### src/rtl/wb_pkg.sv
// Purpose: shared widths, address step and FSM state type for the write-back scheduler.
// Latency: n/a (types and constants only).
// Backpressure: n/a.
package wb_pkg;

  localparam int SUM_W     = 20;  // lane result width
  localparam int DATA_W    = 32;  // result-RAM data width
  localparam int ADDR_W    = 13;  // result-RAM byte-address width
  localparam int ADDR_STEP = 4;   // one 32-bit word per write

  typedef enum logic [1:0] {
    IDLE = 2'd0,
    RUN  = 2'd1,
    DONE = 2'd2
  } state_t;

  // Lane sums are unsigned; upper RAM bits are always zero.
  function automatic logic [DATA_W-1:0] zext_sum(input logic [SUM_W-1:0] s);
    return {{(DATA_W-SUM_W){1'b0}}, s};
  endfunction

endpackage

### src/rtl/wb_rr_arb.sv
// Purpose: N-input round-robin arbiter; picks the first request at or after the pointer, circularly.
// Latency: combinational, zero cycles from req/ptr to gnt.
// Backpressure: none; caller masks req when it cannot accept a winner.
module wb_rr_arb #(
  parameter int N     = 4,
  parameter int PTR_W = $clog2(N)
) (
  input  logic [N-1:0]     req,
  input  logic [PTR_W-1:0] ptr,
  output logic [N-1:0]     gnt,
  output logic [PTR_W-1:0] gnt_idx
);

  logic             found;
  logic [PTR_W-1:0] cand;

  // Scan lanes in circular order starting at ptr; first requester wins.
  always_comb begin
    gnt     = '0;
    gnt_idx = '0;
    found   = 1'b0;
    cand    = '0;
    for (int k = 0; k < N; k++) begin
      cand = PTR_W'((int'(ptr) + k) % N);
      if (!found && req[cand]) begin
        found        = 1'b1;
        gnt[cand]    = 1'b1;
        gnt_idx      = cand;
      end
    end
  end

endmodule

### src/rtl/wb_sched.sv
// Purpose: round-robin write-back scheduler sharing one result-RAM write port among MAC lanes.
// Latency: 1 cycle from req&gnt to registered ram_we/ram_addr/ram_wdata.
// Backpressure: lanes hold req until granted; no grants outside RUN or once the word count is spent.
module wb_sched
  import wb_pkg::*;
#(
  parameter int N_LANES = 4,
  parameter int CNT_W   = 11
) (
  input  logic                     clk,
  input  logic                     rst,
  input  logic                     start,
  input  logic [ADDR_W-1:0]        base_addr,
  input  logic [CNT_W-1:0]         num_words,
  input  logic [N_LANES-1:0]       req,
  input  logic [N_LANES*SUM_W-1:0] sum_in,
  output logic [N_LANES-1:0]       gnt,
  output logic                     ram_we,
  output logic [ADDR_W-1:0]        ram_addr,
  output logic [DATA_W-1:0]        ram_wdata,
  output logic                     busy,
  output logic                     done
);

  localparam int PTR_W = $clog2(N_LANES);

  state_t              state_q, state_d;
  logic [ADDR_W-1:0]   addr_ptr_q, addr_ptr_d;
  logic [CNT_W-1:0]    remaining_q, remaining_d;
  logic [PTR_W-1:0]    rr_ptr_q, rr_ptr_d;
  logic                ram_we_q, ram_we_d;
  logic [ADDR_W-1:0]   ram_addr_q, ram_addr_d;
  logic [DATA_W-1:0]   ram_wdata_q, ram_wdata_d;

  logic [N_LANES-1:0]  arb_req;
  logic [N_LANES-1:0]  arb_gnt;
  logic [PTR_W-1:0]    gnt_idx;
  logic                grant_vld;
  logic                last_grant;
  logic [SUM_W-1:0]    gnt_sum;
  logic [PTR_W-1:0]    next_ptr;

  // Only lanes competing in an active job with words left may win.
  assign arb_req = (state_q == RUN && remaining_q != '0) ? req : '0;

  wb_rr_arb #(
    .N     (N_LANES),
    .PTR_W (PTR_W)
  ) u_arb (
    .req     (arb_req),
    .ptr     (rr_ptr_q),
    .gnt     (arb_gnt),
    .gnt_idx (gnt_idx)
  );

  assign gnt        = arb_gnt;
  assign grant_vld  = |arb_gnt;
  assign last_grant = grant_vld && (remaining_q == CNT_W'(1));
  assign next_ptr   = (gnt_idx == PTR_W'(N_LANES - 1)) ? '0 : gnt_idx + 1'b1;

  // One-hot AND-OR select of the granted lane's sum.
  always_comb begin
    gnt_sum = '0;
    for (int i = 0; i < N_LANES; i++) begin
      if (arb_gnt[i]) begin
        gnt_sum = gnt_sum | sum_in[i*SUM_W +: SUM_W];
      end
    end
  end

  // FSM state register.
  always_ff @(posedge clk or negedge rst) begin
    if (!rst) begin
      state_q <= IDLE;
    end else begin
      state_q <= state_d;
    end
  end

  // FSM next state: a zero-length job goes straight to DONE so it still reports completion.
  always_comb begin
    state_d = state_q;
    case (state_q)
      IDLE: begin
        if (start) begin
          state_d = (num_words == '0) ? DONE : RUN;
        end
      end
      RUN: begin
        if (last_grant) begin
          state_d = DONE;
        end
      end
      DONE:    state_d = IDLE;
      default: state_d = IDLE;
    endcase
  end

  // FSM outputs: plain decodes of the state register, so they are glitch-free.
  always_comb begin
    busy = 1'b0;
    done = 1'b0;
    case (state_q)
      RUN:     busy = 1'b1;
      DONE:    done = 1'b1;
      default: ;
    endcase
  end

  // Job counters, rr pointer and RAM write staging; address/data hold between writes.
  always_comb begin
    addr_ptr_d  = addr_ptr_q;
    remaining_d = remaining_q;
    rr_ptr_d    = rr_ptr_q;
    ram_we_d    = 1'b0;
    ram_addr_d  = ram_addr_q;
    ram_wdata_d = ram_wdata_q;

    if (state_q == IDLE && start) begin
      addr_ptr_d  = base_addr;
      remaining_d = num_words;
    end

    if (grant_vld) begin
      ram_we_d    = 1'b1;
      ram_addr_d  = addr_ptr_q;
      ram_wdata_d = zext_sum(gnt_sum);
      addr_ptr_d  = addr_ptr_q + ADDR_W'(ADDR_STEP);  // wraps at the top of the address space
      remaining_d = remaining_q - 1'b1;
      rr_ptr_d    = next_ptr;
    end
  end

  // Datapath registers; reset aborts any job in flight.
  always_ff @(posedge clk or negedge rst) begin
    if (!rst) begin
      addr_ptr_q  <= '0;
      remaining_q <= '0;
      rr_ptr_q    <= '0;
      ram_we_q    <= 1'b0;
      ram_addr_q  <= '0;
      ram_wdata_q <= '0;
    end else begin
      addr_ptr_q  <= addr_ptr_d;
      remaining_q <= remaining_d;
      rr_ptr_q    <= rr_ptr_d;
      ram_we_q    <= ram_we_d;
      ram_addr_q  <= ram_addr_d;
      ram_wdata_q <= ram_wdata_d;
    end
  end

  assign ram_we    = ram_we_q;
  assign ram_addr  = ram_addr_q;
  assign ram_wdata = ram_wdata_q;

endmodule

### config.mk
export PLATFORM = sky130hd
export DESIGN_NAME = wb_sched
export DESIGN_NICKNAME = d
export VERILOG_FILES = /design/src/rtl/wb_pkg.sv /design/src/rtl/wb_rr_arb.sv /design/src/rtl/wb_sched.sv
export SDC_FILE = /design/constraint.sdc
export NUM_CORES = 1
export LEC_CHECK = 0
export CORE_AREA = 2 2 82 84
export DETAILED_ROUTE_END_ITERATION = 12
export DIE_AREA = 0 0 84 86
export DONT_BUFFER_PORTS = 1
export PLACE_DENSITY = 0.74
export SLEW_MARGIN = 20
export SYNTH_ARGS = -nofsm -noshare
export SYNTH_HDL_FRONTEND = slang
export SYNTH_HIERARCHICAL = 1
export SYNTH_SLANG_ARGS = --single-unit
### constraint.sdc
create_clock -name clk -period 5.1 [get_ports clk]
set_input_delay 1.02 -clock clk [delete_from_list [all_inputs] [get_ports clk]]
set_output_delay 1.02 -clock clk [all_outputs]
set_load 0.01 [all_outputs]
# [Word-level counts from Yosys, hierarchy flattened]
# Cells that the tools add are included.
[classes] n_reduce_logical=19 order_cmp=8 bitwise=6 n_eq_ne=6 muxes=44 add_sub_neg=6
[op_table] cell="2-to-1 mux 20 bit" n=4
[op_table] cell="OR 20 bit" n=3
[op_table] cell="2-to-1 mux 13 bit" n=2
[op_table] cell="2-to-1 mux 11 bit" n=2
[op_table] cell="2-to-1 mux 4 bit" n=5
[op_table] cell="2-to-1 mux 2 bit" n=8
[op_table] cell="2-to-1 mux 1 bit" n=14
[op_table] cell="adder 13 x 3 -> 13 bit, second input constant" n=1
[op_table] cell="< comparator 2 x 3 -> 1 bit, second input constant" n=4
[op_table] cell="OR 4 bit" n=3
[op_table] cell="== test 11 x 1 -> 1 bit, second input constant" n=1
[op_table] cell="logical NOT 11 bit" n=1
[op_table] cell="nonzero test 11 bit" n=1
[op_table] cell="subtractor 11 x 1 -> 11 bit, second input constant" n=1
[op_table] cell="logical AND 1 bit" n=10
[op_table] cell="binary-select mux 1 bit (select 2 bit)" n=4
[op_table] cell="demux 1 bit (select 2 bit)" n=4
[op_table] cell="greater-or-equal comparator 2 x 1 -> 1 bit, second input constant" n=4
[op_table] cell="adder 2 x 1 -> 2 bit, second input constant" n=2
[op_table] cell="adder 2 bit, second input constant" n=2
[op_table] cell="== test 2 bit, second input constant" n=2
[op_table] cell="!= test 2 bit, second input constant" n=2
[op_table] cell="case mux 2 bit (2 select lines)" n=1
[op_table] cell="OR reduction 4 bit" n=1
[op_table] cell="5 further kinds" n=7
[totals] ff_bits=62 inputBits=111 word_cells=96

# [Logic depth before layout (Yosys ltp)]
# Gate-level depths: netlist of run 1.
[depth] word_depth=22 depth_mapped=14

# [Cells and area by module]
# The synthesis of run 1 kept the hierarchy.
[modules_own_cells] mod="wb_sched" area_per_inst_um2=3254.4 cells_each=359 n_inst=1
[modules_own_cells] mod="wb_rr_arb" area_per_inst_um2=439.2 cells_each=48 n_inst=1

# [Worst setup path after synthesis of run 1]
# No wires, ideal clock.
[synth_timing] path_type="flip-flop to flip-flop" startpoint="register remaining_q[5]" endpoint="register remaining_q[10]" stages_incl_launch_ff=15 setup_slack_ps=1313 t_required_ps=4974 arrival_ps=3661 cell_sequence="dfrtp_1 or3_1 nor3_1 a31oi_1 and2_1 mux4_2 buf_2 a221oi_1 o2bb2ai_1 nor4_4 inv_2 buf_2 o21ai_1 a21oi_1 a221o_1"
[synth_via] elab_chain_cells=17 word_cells_on_any_way=31 classes_between="add/sub: 1; mux: 17; bitwise: 3; reduce/logical: 10"
[synth_rtl] item="start: declaration" line="wb_sched.sv:29" source="logic [CNT_W-1:0] remaining_q, remaining_d;"
[synth_rtl] item="start signal: assignment" line="wb_sched.sv:145" source="remaining_q <= remaining_d;"
[synth_rtl] item="nonzero test 11 bit *" line="wb_sched.sv:44" source="assign arb_req = (state_q == RUN && remaining_q != '0) ? req : '0;"
[synth_rtl] item="logical AND 1 bit *" line="wb_sched.sv:44"
[synth_rtl] item="2-to-1 mux 4 bit *" line="wb_sched.sv:44"
[synth_rtl] item="net arb_req[3]" line="wb_sched.sv:35" source="logic [N_LANES-1:0] arb_req;"
[synth_rtl] item="binary-select mux 1 bit (select 2 bit)" line="wb_rr_arb.sv:25" source="if (!found && req[cand]) begin"
[synth_rtl] item="2-to-1 mux 1 bit (not written as such)" line="wb_rr_arb.sv:25"
[synth_rtl] item="2-to-1 mux 1 bit" line="wb_rr_arb.sv:25"
[synth_rtl] item="logical NOT 1 bit" line="wb_rr_arb.sv:25"
[synth_rtl] item="(+3 left out)"
[synth_rtl] item="logical AND 1 bit" line="wb_rr_arb.sv:25"
[synth_rtl] item="2-to-1 mux 1 bit" line="wb_rr_arb.sv:25"
[synth_rtl] item="logical NOT 1 bit" line="wb_rr_arb.sv:25"
[synth_rtl] item="logical AND 1 bit" line="wb_rr_arb.sv:25"
[synth_rtl] item="2-to-1 mux 4 bit *" line="wb_rr_arb.sv:25"
[synth_rtl] item="net gnt[0]" line="wb_sched.sv:17" source="output logic [N_LANES-1:0] gnt,"
[synth_rtl] item="OR reduction 4 bit *" line="wb_sched.sv:57" source="assign grant_vld = |arb_gnt;"
[synth_rtl] item="2-to-1 mux 11 bit / nonzero test 2 bit (equally long branches)"
# Mark *: on every way through the listed nets, which the timed path passes. The rest lies on a longest branch. The select of a mux whose other input is x is not followed.
# A chain may end at the register's enable or synchronous reset.

# [Worst setup path after layout of run 1]
[layout_timing] startpoint="register remaining_q[5]" endpoint="output gnt[3]"
[layout_via] elab_chain_cells=15 word_cells_on_any_way=27 classes_between="mux: 16; bitwise: 3; reduce/logical: 8"
[layout_rtl] item="nonzero test 11 bit *" line="wb_sched.sv:44"
[layout_rtl] item="logical AND 1 bit *" line="wb_sched.sv:44"
[layout_rtl] item="2-to-1 mux 4 bit *" line="wb_sched.sv:44"
[layout_rtl] item="net arb_req[3]" line="wb_sched.sv:35"
[layout_rtl] item="binary-select mux 1 bit (select 2 bit)" line="wb_rr_arb.sv:25"
[layout_rtl] item="2-to-1 mux 1 bit (not written as such)" line="wb_rr_arb.sv:25"
[layout_rtl] item="2-to-1 mux 1 bit" line="wb_rr_arb.sv:25"
[layout_rtl] item="logical NOT 1 bit" line="wb_rr_arb.sv:25"
[layout_rtl] item="logical AND 1 bit" line="wb_rr_arb.sv:25"
[layout_rtl] item="2-to-1 mux 1 bit" line="wb_rr_arb.sv:25"
[layout_rtl] item="logical NOT 1 bit" line="wb_rr_arb.sv:25"
[layout_rtl] item="logical AND 1 bit" line="wb_rr_arb.sv:25"
[layout_rtl] item="2-to-1 mux 1 bit" line="wb_rr_arb.sv:25"
[layout_rtl] item="logical NOT 1 bit" line="wb_rr_arb.sv:25"
[layout_rtl] item="logical AND 1 bit" line="wb_rr_arb.sv:25"
[layout_rtl] item="2-to-1 mux 4 bit *" line="wb_rr_arb.sv:25"
[layout_rtl] item="end: declaration" line="wb_sched.sv:17"
# Marks and branches as above.

==> flow_metrics.py, run 1 <==
metrics = {
    "cells_and_area": {
        "regArea_sq_mm": 0.001551,
        "multi_input_area_sq_mm": 0.001978,
        "antenna_cells": 0,
        "final_layout_size_suffix_gt1_share_pct": 10.40,
        "design_area_sq_mm": 0.003959,
        "finalNetCount": 519,
        "area_growth_pct": 7.182,
        "final_cells": 481,
        "nFillCells": 533,
    },
    "timing": {
        "drv_slew": 0,
        "finClkSkew_ns": 0.007131,
        "fmax_mhz": 219.4,
        "min_period_over_period_pct": 89.35,
        "fin_crit_ns": 4.557,
        "hold_viol": 0,
        "grt_setup_unrepaired": "false",
        "worst_pin_slew_ns": 0.6059,
        "finalSetupTns_ns": 0,
        "finalSetupViolCount": 0,
        "slew_headroom_pct": 59.43,
    },
    "grt": {
        "grt_max_degree": 63,
        "antenna_found_initial": 0,
        "grt_overflow": 0,
        "grt_pass1_wl_mm": 14.73,
        "grt_usage_pct": 25.81,
        "grt_pass1_vias": 2949,
    },
    "flow_run": {
        "drv_cap": 0,
    },
    "critical_path": {
        "end_kind": "output port",
        "cp.required_ns": 4.08,
        "path_class": "register to output port",
        "worst_ep_arrival_time_ns": 3.54,
        "slowest_stage": "mux4_2",
        "cp_cell_sequence": "or3_1, nor3_1, a31oi_1, and2_1, mux4_2, nor2b_4, a221oi_1, o2bb2ai_2, buf_4",
        "worst_path_largest_cell_delay_ns": 0.62,
        "rrSetupSlack_ns": 0.65,
        "critPathMaxFanout": 21,
        "startpoint_type": "register",
    },
    "logic_synthesis": {
        "yosysMostFrequentCell": "nand2_1",
        "yosysTopAreaCellShare_pct": 42.01,
        "synthAdderAreaFrac_pct": 3.049,
        "synth_xor_area_share_pct": 0.2371,
        "synth-compound-area-share_pct": 22.87,
        "synth_top_family_by_area": "compound AO/OA/AOI/OAI gates",
        "synth-seq-cells": 62,
        "syn-cell-area_sq_mm": 0.003694,
        "synthTopCellsByArea": "dfrtp_1 (42%), a22oi_1 (8.3%), nand2_1 (6.8%), nor2_1 (4.4%), a31oi_1 (3.7%)",
        "syn_inst": 407,
        "synthMuxAreaShare_pct": 3.015,
        "yosys.area.top_type": "dfrtp_1",
        "synth_edf_count": 0,
        "ys_seq_area_share_pct": 42.01,
        "synth_flop_cell": "dfrtp_1",
        "async_flop_share_pct": 100.0,
        "yosys.area_share.simple_pct": 22.49,
        "synth_common_cells": "nand2_1 (67), dfrtp_1 (62), nor2_1 (43)",
        "ys_types": 55,
        "yosys_warnings": 6,
        "synth_area_per_cell_sq_um": 9.075,
    },
    "floorplan": {
        "die_w_microns": 84,
        "num_io_pins": 163,
        "die_h_microns": 86,
        "initial_utilization_pct": 58.84,
        "die_area_sq_mm": 0.007224,
        "rows": 29,
        "coreArea_sq_mm": 0.006277,
    },
    "power_and_ir_drop": {
        "internal-power_mw": 1.862,
        "power.density_mw_per_mm2": 887.7,
        "netSwitchingFraction_pct": 47.00,
        "power_frac_seq_pct": 30.0,
        "switching_power_mw": 1.652,
        "p_leak_nw": 1.663,
        "ir_drop_v": 0.0006173,
        "power.share.clock_pct": 16.2,
        "power_frac_comb_pct": 53.8,
    },
    "run_status": {
        "outcome": "complete, no violations",
    },
    "clocking": {
        "cts_resized": 0,
        "clk-insertion-delay-late_ns": 0.34,
        "cts_setup_buffers": 0,
        "cts.sinks": 62,
        "cts_buffers": 9,
        "clock_path_buffers": 2,
        "cts_tree": "yes",
        "clk_pin_slew_ns": 0.07,
        "htreeDepth": 3,
        "postCtsHoldBufs": 0,
        "root_buffer": "clkbuf_8",
    },
    "routing": {
        "dr.pass1.iters": 6,
        "routed_wl_mm": 9.429,
        "drt_iter0_drc": 206,
        "ant_nets": 0,
        "num_vias": 3148,
        "wl_per_cell_microns": 19.60,
        "drc": 0,
        "viasPerCell": 6.545,
    },
    "placed_design": {
        "dp_hpwl_mm": 6.854,
        "placed_area_sq_mm": 0.003697,
        "place_congestion": 0.8298,
        "dp.cells": 465,
        "io_buffers": 0,
    },
    "hold_path": {
        "hp-class": "input pin to asynchronous set/reset pin",
    },
}
-- critical path: cells and delay by family, from the launching register on --
| kind | cells | cell delay, ns |
|---|---|---|
| buf+inv | 1 | 0.31 |
| simple gates | 4 | 1.27 |
| compound gates | 3 | 0.57 |
| flops | 1 | 0.41 |
| mux | 1 | 0.62 |
-- state kept, by name, summed over array words and instances, names as in the netlist --
name	cells
rr_ptr_q	2
remaining_q	11
ram_wdata	20
state_q	2
ram_addr	13
addr_ptr_q	13
ram_we	1
-- per-layer routing --
metal  track usage [%]  wire length, microns
met1             33.67                  3807
met2             42.25                  4584
met3             5.294                   801
met4             10.85                   236
met5                 0                     0
-- cell usage in the layout (no fill, tap or decap), drive strengths merged, types with 2 or more instances in the layout --
| cell type | instances |
|---|---|
| o211ai | 4 |
| a311oi | 4 |
| nor4 | 5 |
| mux4 | 4 |
| a21oi | 11 |
| bufinv | 4 |
| inv | 7 |
| o31ai | 2 |
| a31oi | 22 |
| clkinv | 2 |
| and4 | 3 |
| nand4 | 3 |
| a221oi | 6 |
| dfrtp | 62 |
| or3b | 2 |
| nor3 | 10 |
| and3 | 2 |
| nor2b | 7 |
| nor2 | 45 |
| buf | 6 |
| nor3b | 2 |
| ha | 9 |
| or3 | 3 |
| o22ai | 5 |
| a22oi | 41 |
| nand2 | 68 |
| nand3 | 10 |
| o2bb2ai | 5 |
| clkbuf | 10 |
| nand2b | 3 |
| conb | 12 |
| a221o | 3 |
| and2 | 4 |
| o21ai | 4 |
| a211oi | 6 |
-- final timing paths --
path | from | end | cells past startpoint
max | remaining_q[5]$_DFFE_PN0P_ | gnt[3] | 9
min in group clk | addr_ptr_q[1]$_DFFE_PN0P_ | ram_addr[1]$_DFFE_PN0P_ | 2
min | rst | ram_wdata[7]$_DFFE_PN0P_ | 0
min reg2reg | addr_ptr_q[1]$_DFFE_PN0P_ | ram_addr[1]$_DFFE_PN0P_ | 2
max reg2reg | remaining_q[5]$_DFFE_PN0P_ | remaining_q[7]$_DFFE_PN0P_ | 11
max in group asynchronous | rst | ram_wdata[5]$_DFFE_PN0P_ | 0
-- stage by stage --
| stage | util, % | setup slack (ns) | power [mW] | hold slack (ns) |
|---|---|---|---|---|
| after floorplan | - | 1.313 | 2.563 | 0.4455 |
| after global placement | 58.90 | 0.7922 | 2.875 | 0.4657 |
| after detailed placement | 58.90 | 0.7054 | 2.965 | 0.4759 |
| after CTS | 63.07 | 0.5839 | 3.534 | 0.3553 |
| after global routing | 63.07 | 0.3215 | 3.828 | 0.3491 |
| final | 63.07 | 0.5429 | 3.514 | 0.3675 |
-- power groups by stage --
stage               sequential (mW)  combinational, mW  clock (mW)
detailed placement             1.06               1.90           0
global route                   1.09               2.14       0.596
finish                         1.05               1.89       0.570
global placement               1.05               1.82           0
floorplan                     0.980               1.58           0
CTS                            1.05               1.90       0.578
-- final cells by class --
cell class,instances,share of cell area (%)
tap,77,2.434
multi-input combinational,313,49.97
inverter,7,0.6637
sequential,62,39.19
timing repair buffer,6,1.138
clock buffer,10,3.224
clock inverter,6,3.382
-- kinds of logic (layout without fill, tap and decap cells) --
| logic type | Yosys count | after routing |
|---|---|---|
| AND/OR/NAND/NOR | 169 | 169 |
| other | 1 | 12 |
| multiplexers | 6 | 6 |
| buffers and inverters | 43 | 29 |
| adder cells (fa/ha/maj) | 9 | 9 |
| XOR/XNOR | 1 | 1 |
| AO/OA/AOI/OAI | 116 | 116 |
| flip-flops | 62 | 62 |
No activity file was read; power rests on OpenSTA's default activity.
==> run 2: changes to the inputs <==
--- a/config.mk
+++ b/config.mk
@@ -5,9 +5,9 @@
 export SDC_FILE = /design/constraint.sdc
 export NUM_CORES = 1
 export LEC_CHECK = 0
-export CORE_AREA = 2 2 82 84
+export CORE_AREA = 2 2 86 80
 export DETAILED_ROUTE_END_ITERATION = 12
-export DIE_AREA = 0 0 84 86
+export DIE_AREA = 0 0 88 82
 export DONT_BUFFER_PORTS = 1
 export PLACE_DENSITY = 0.74
 export SLEW_MARGIN = 20
==> constraint.sdc (replaced) <==
create_clock -name clk -period 5.1 [get_ports clk]
set_input_delay 1.02 -clock clk [delete_from_list [all_inputs] [get_ports clk]]
set_output_delay 1.02 -clock clk [all_outputs]
set_load 0.05 [all_outputs]
==> flow_metrics.py, run 2 (synthesis results as in run 1) <==
metrics = {
    "clocking": {
        "cts_buffers": 9,
        "clock_path_buffers": 2,
        "cts.sinks": 62,
        "clk-insertion-delay-late_ns": 0.35,
        "cts_resized": 0,
        "postCtsHoldBufs": 0,
        "clk_pin_slew_ns": 0.07,
        "cts_setup_buffers": 0,
        "htreeDepth": 3,
        "root_buffer": "clkbuf_8",
        "cts_tree": "yes",
    },
    "critical_path": {
        "r2r-start": "remaining_q[5]$_DFFE_PN0P_",
        "rrSetupSlack_ns": 0.53,
        "worst_ep_arrival_time_ns": 3.68,
        "worst_path_largest_cell_delay_ns": 0.50,
        "worstPathBufferInverterCount": 1,
        "worstRegToRegCells": 11,
        "r2r_end": "remaining_q[7]$_DFFE_PN0P_",
        "cp_cell_sequence": "or3_1, nor3_1, a31oi_1, and2_1, mux4_2, nand2b_4, nor3_4, o2bb2ai_2, buf_4",
        "cp.required_ns": 4.08,
        "slowest_stage": "mux4_2",
        "end_kind": "output port",
        "critPathMaxFanout": 21,
        "critPathTopFamily": "simple AND/OR/NAND/NOR gates",
        "startpoint_type": "register",
        "path_class": "register to output port",
    },
    "hold_path": {
        "hp-class": "input pin to asynchronous set/reset pin",
    },
    "timing": {
        "worst_pin_slew_ns": 0.9215,
        "drv_slew": 0,
        "finalSetupTns_ns": 0,
        "fin_crit_ns": 4.702,
        "fmax_mhz": 212.7,
        "finalSetupViolCount": 0,
        "grt_setup_unrepaired": "false",
        "hold_viol": 0,
        "finClkSkew_ns": 0.008430,
        "min_period_over_period_pct": 92.19,
        "slew_headroom_pct": 38.44,
    },
    "routing": {
        "routed_wl_mm": 9.144,
        "viasPerCell": 6.344,
        "wl_per_cell_microns": 18.51,
        "dr.pass1.iters": 4,
        "drc": 0,
        "drt_iter0_drc": 261,
        "ant_nets": 0,
        "num_vias": 3134,
    },
    "placed_design": {
        "place_congestion": 0.8444,
        "dp_hpwl_mm": 6.586,
        "io_buffers": 0,
    },
    "grt": {
        "antenna_found_initial": 0,
        "grt_pass1_wl_mm": 14.30,
        "grt_usage_pct": 26.07,
        "grt_pass1_vias": 2889,
        "grt_overflow": 0,
        "grt_max_degree": 63,
    },
    "cells_and_area": {
        "largest_reg_flops": 20,
        "area_growth_pct": 7.622,
        "antenna_cells": 0,
        "final_common_cell": "nand2_1",
        "finalNetCount": 519,
        "nFillCells": 550,
        "most-common-layout-cells": "nand2_1 (67), dfrtp_1 (62), nor2_1 (43)",
        "final_layout_size_suffix_gt1_share_pct": 10.40,
    },
    "run_status": {
        "outcome": "complete, no violations",
    },
    "floorplan": {
        "num_io_pins": 163,
        "die_area_sq_mm": 0.007216,
        "die_w_microns": 88,
        "rows": 28,
        "coreArea_sq_mm": 0.006341,
        "initial_utilization_pct": 58.25,
        "die_h_microns": 82,
    },
    "flow_run": {
        "drv_cap": 0,
    },
}
## run 2: worst max-delay path by stage
stage               slack (ns)                       start  cells after the start                    endpoint
global placement          0.70  remaining_q[5]$_DFFE_PN0P_                     11  remaining_q[7]$_DFFE_PN0P_
global route              0.21  remaining_q[5]$_DFFE_PN0P_                     12  remaining_q[0]$_DFFE_PN0P_
CTS                       0.41  remaining_q[5]$_DFFE_PN0P_                      9                      gnt[3]
floorplan                 0.78  remaining_q[5]$_DFFE_PN0P_                     14   ram_wdata[10]$_DFFE_PN0P_
detailed placement        0.56  remaining_q[5]$_DFFE_PN0P_                     11  remaining_q[7]$_DFFE_PN0P_
finish                    0.40  remaining_q[5]$_DFFE_PN0P_                      9                      gnt[2]
## run 2: layout make-up
| cell class | count | area [sq um] | share of cell area, % |
|---|---|---|---|
| clock inverter | 6 | 108.9 | 2.738 |
| tap | 90 | 112.6 | 2.833 |
| multi-input combinational | 313 | 2003 | 50.39 |
| timing repair buffer | 6 | 45.04 | 1.133 |
| clock buffer | 10 | 127.6 | 3.211 |
| inverter | 7 | 26.28 | 0.6610 |
| sequential | 62 | 1551 | 39.03 |
## run 2: stage by stage
| stage | instances | hold WS (ns) | instance area [sq um] | setup WS, ns | utilization (%) |
|---|---|---|---|---|---|
| after floorplan | 418 | 0.4455 | 3735 | 0.7792 | - |
| after global placement | 478 | 0.4643 | 3739 | 0.7014 | 58.96 |
| after detailed placement | 478 | 0.4705 | 3739 | 0.5558 | 58.96 |
| after CTS | 494 | 0.3506 | 3975 | 0.4053 | 62.69 |
| after global routing | 494 | 0.3485 | 3975 | 0.2103 | 62.69 |
| final | 494 | 0.3661 | 3975 | 0.3982 | 62.69 |
## run 2: routing by layer
| metal | GRT usage (%) | vias to the layer above | routed length [microns] |
|---|---|---|---|
| met2 | 42.65 | 133 | 4390 |
| li1 | - | 1474 | - |
| met4 | 9.385 | 0 | 135 |
| met1 | 32.90 | 1515 | 3794 |
| met3 | 7.839 | 12 | 824 |
| met5 | 0 | - | 0 |
Power of run 2 is not shown: default switching activity piles up to over one toggle a cycle in this logic, so the estimate is an artifact.
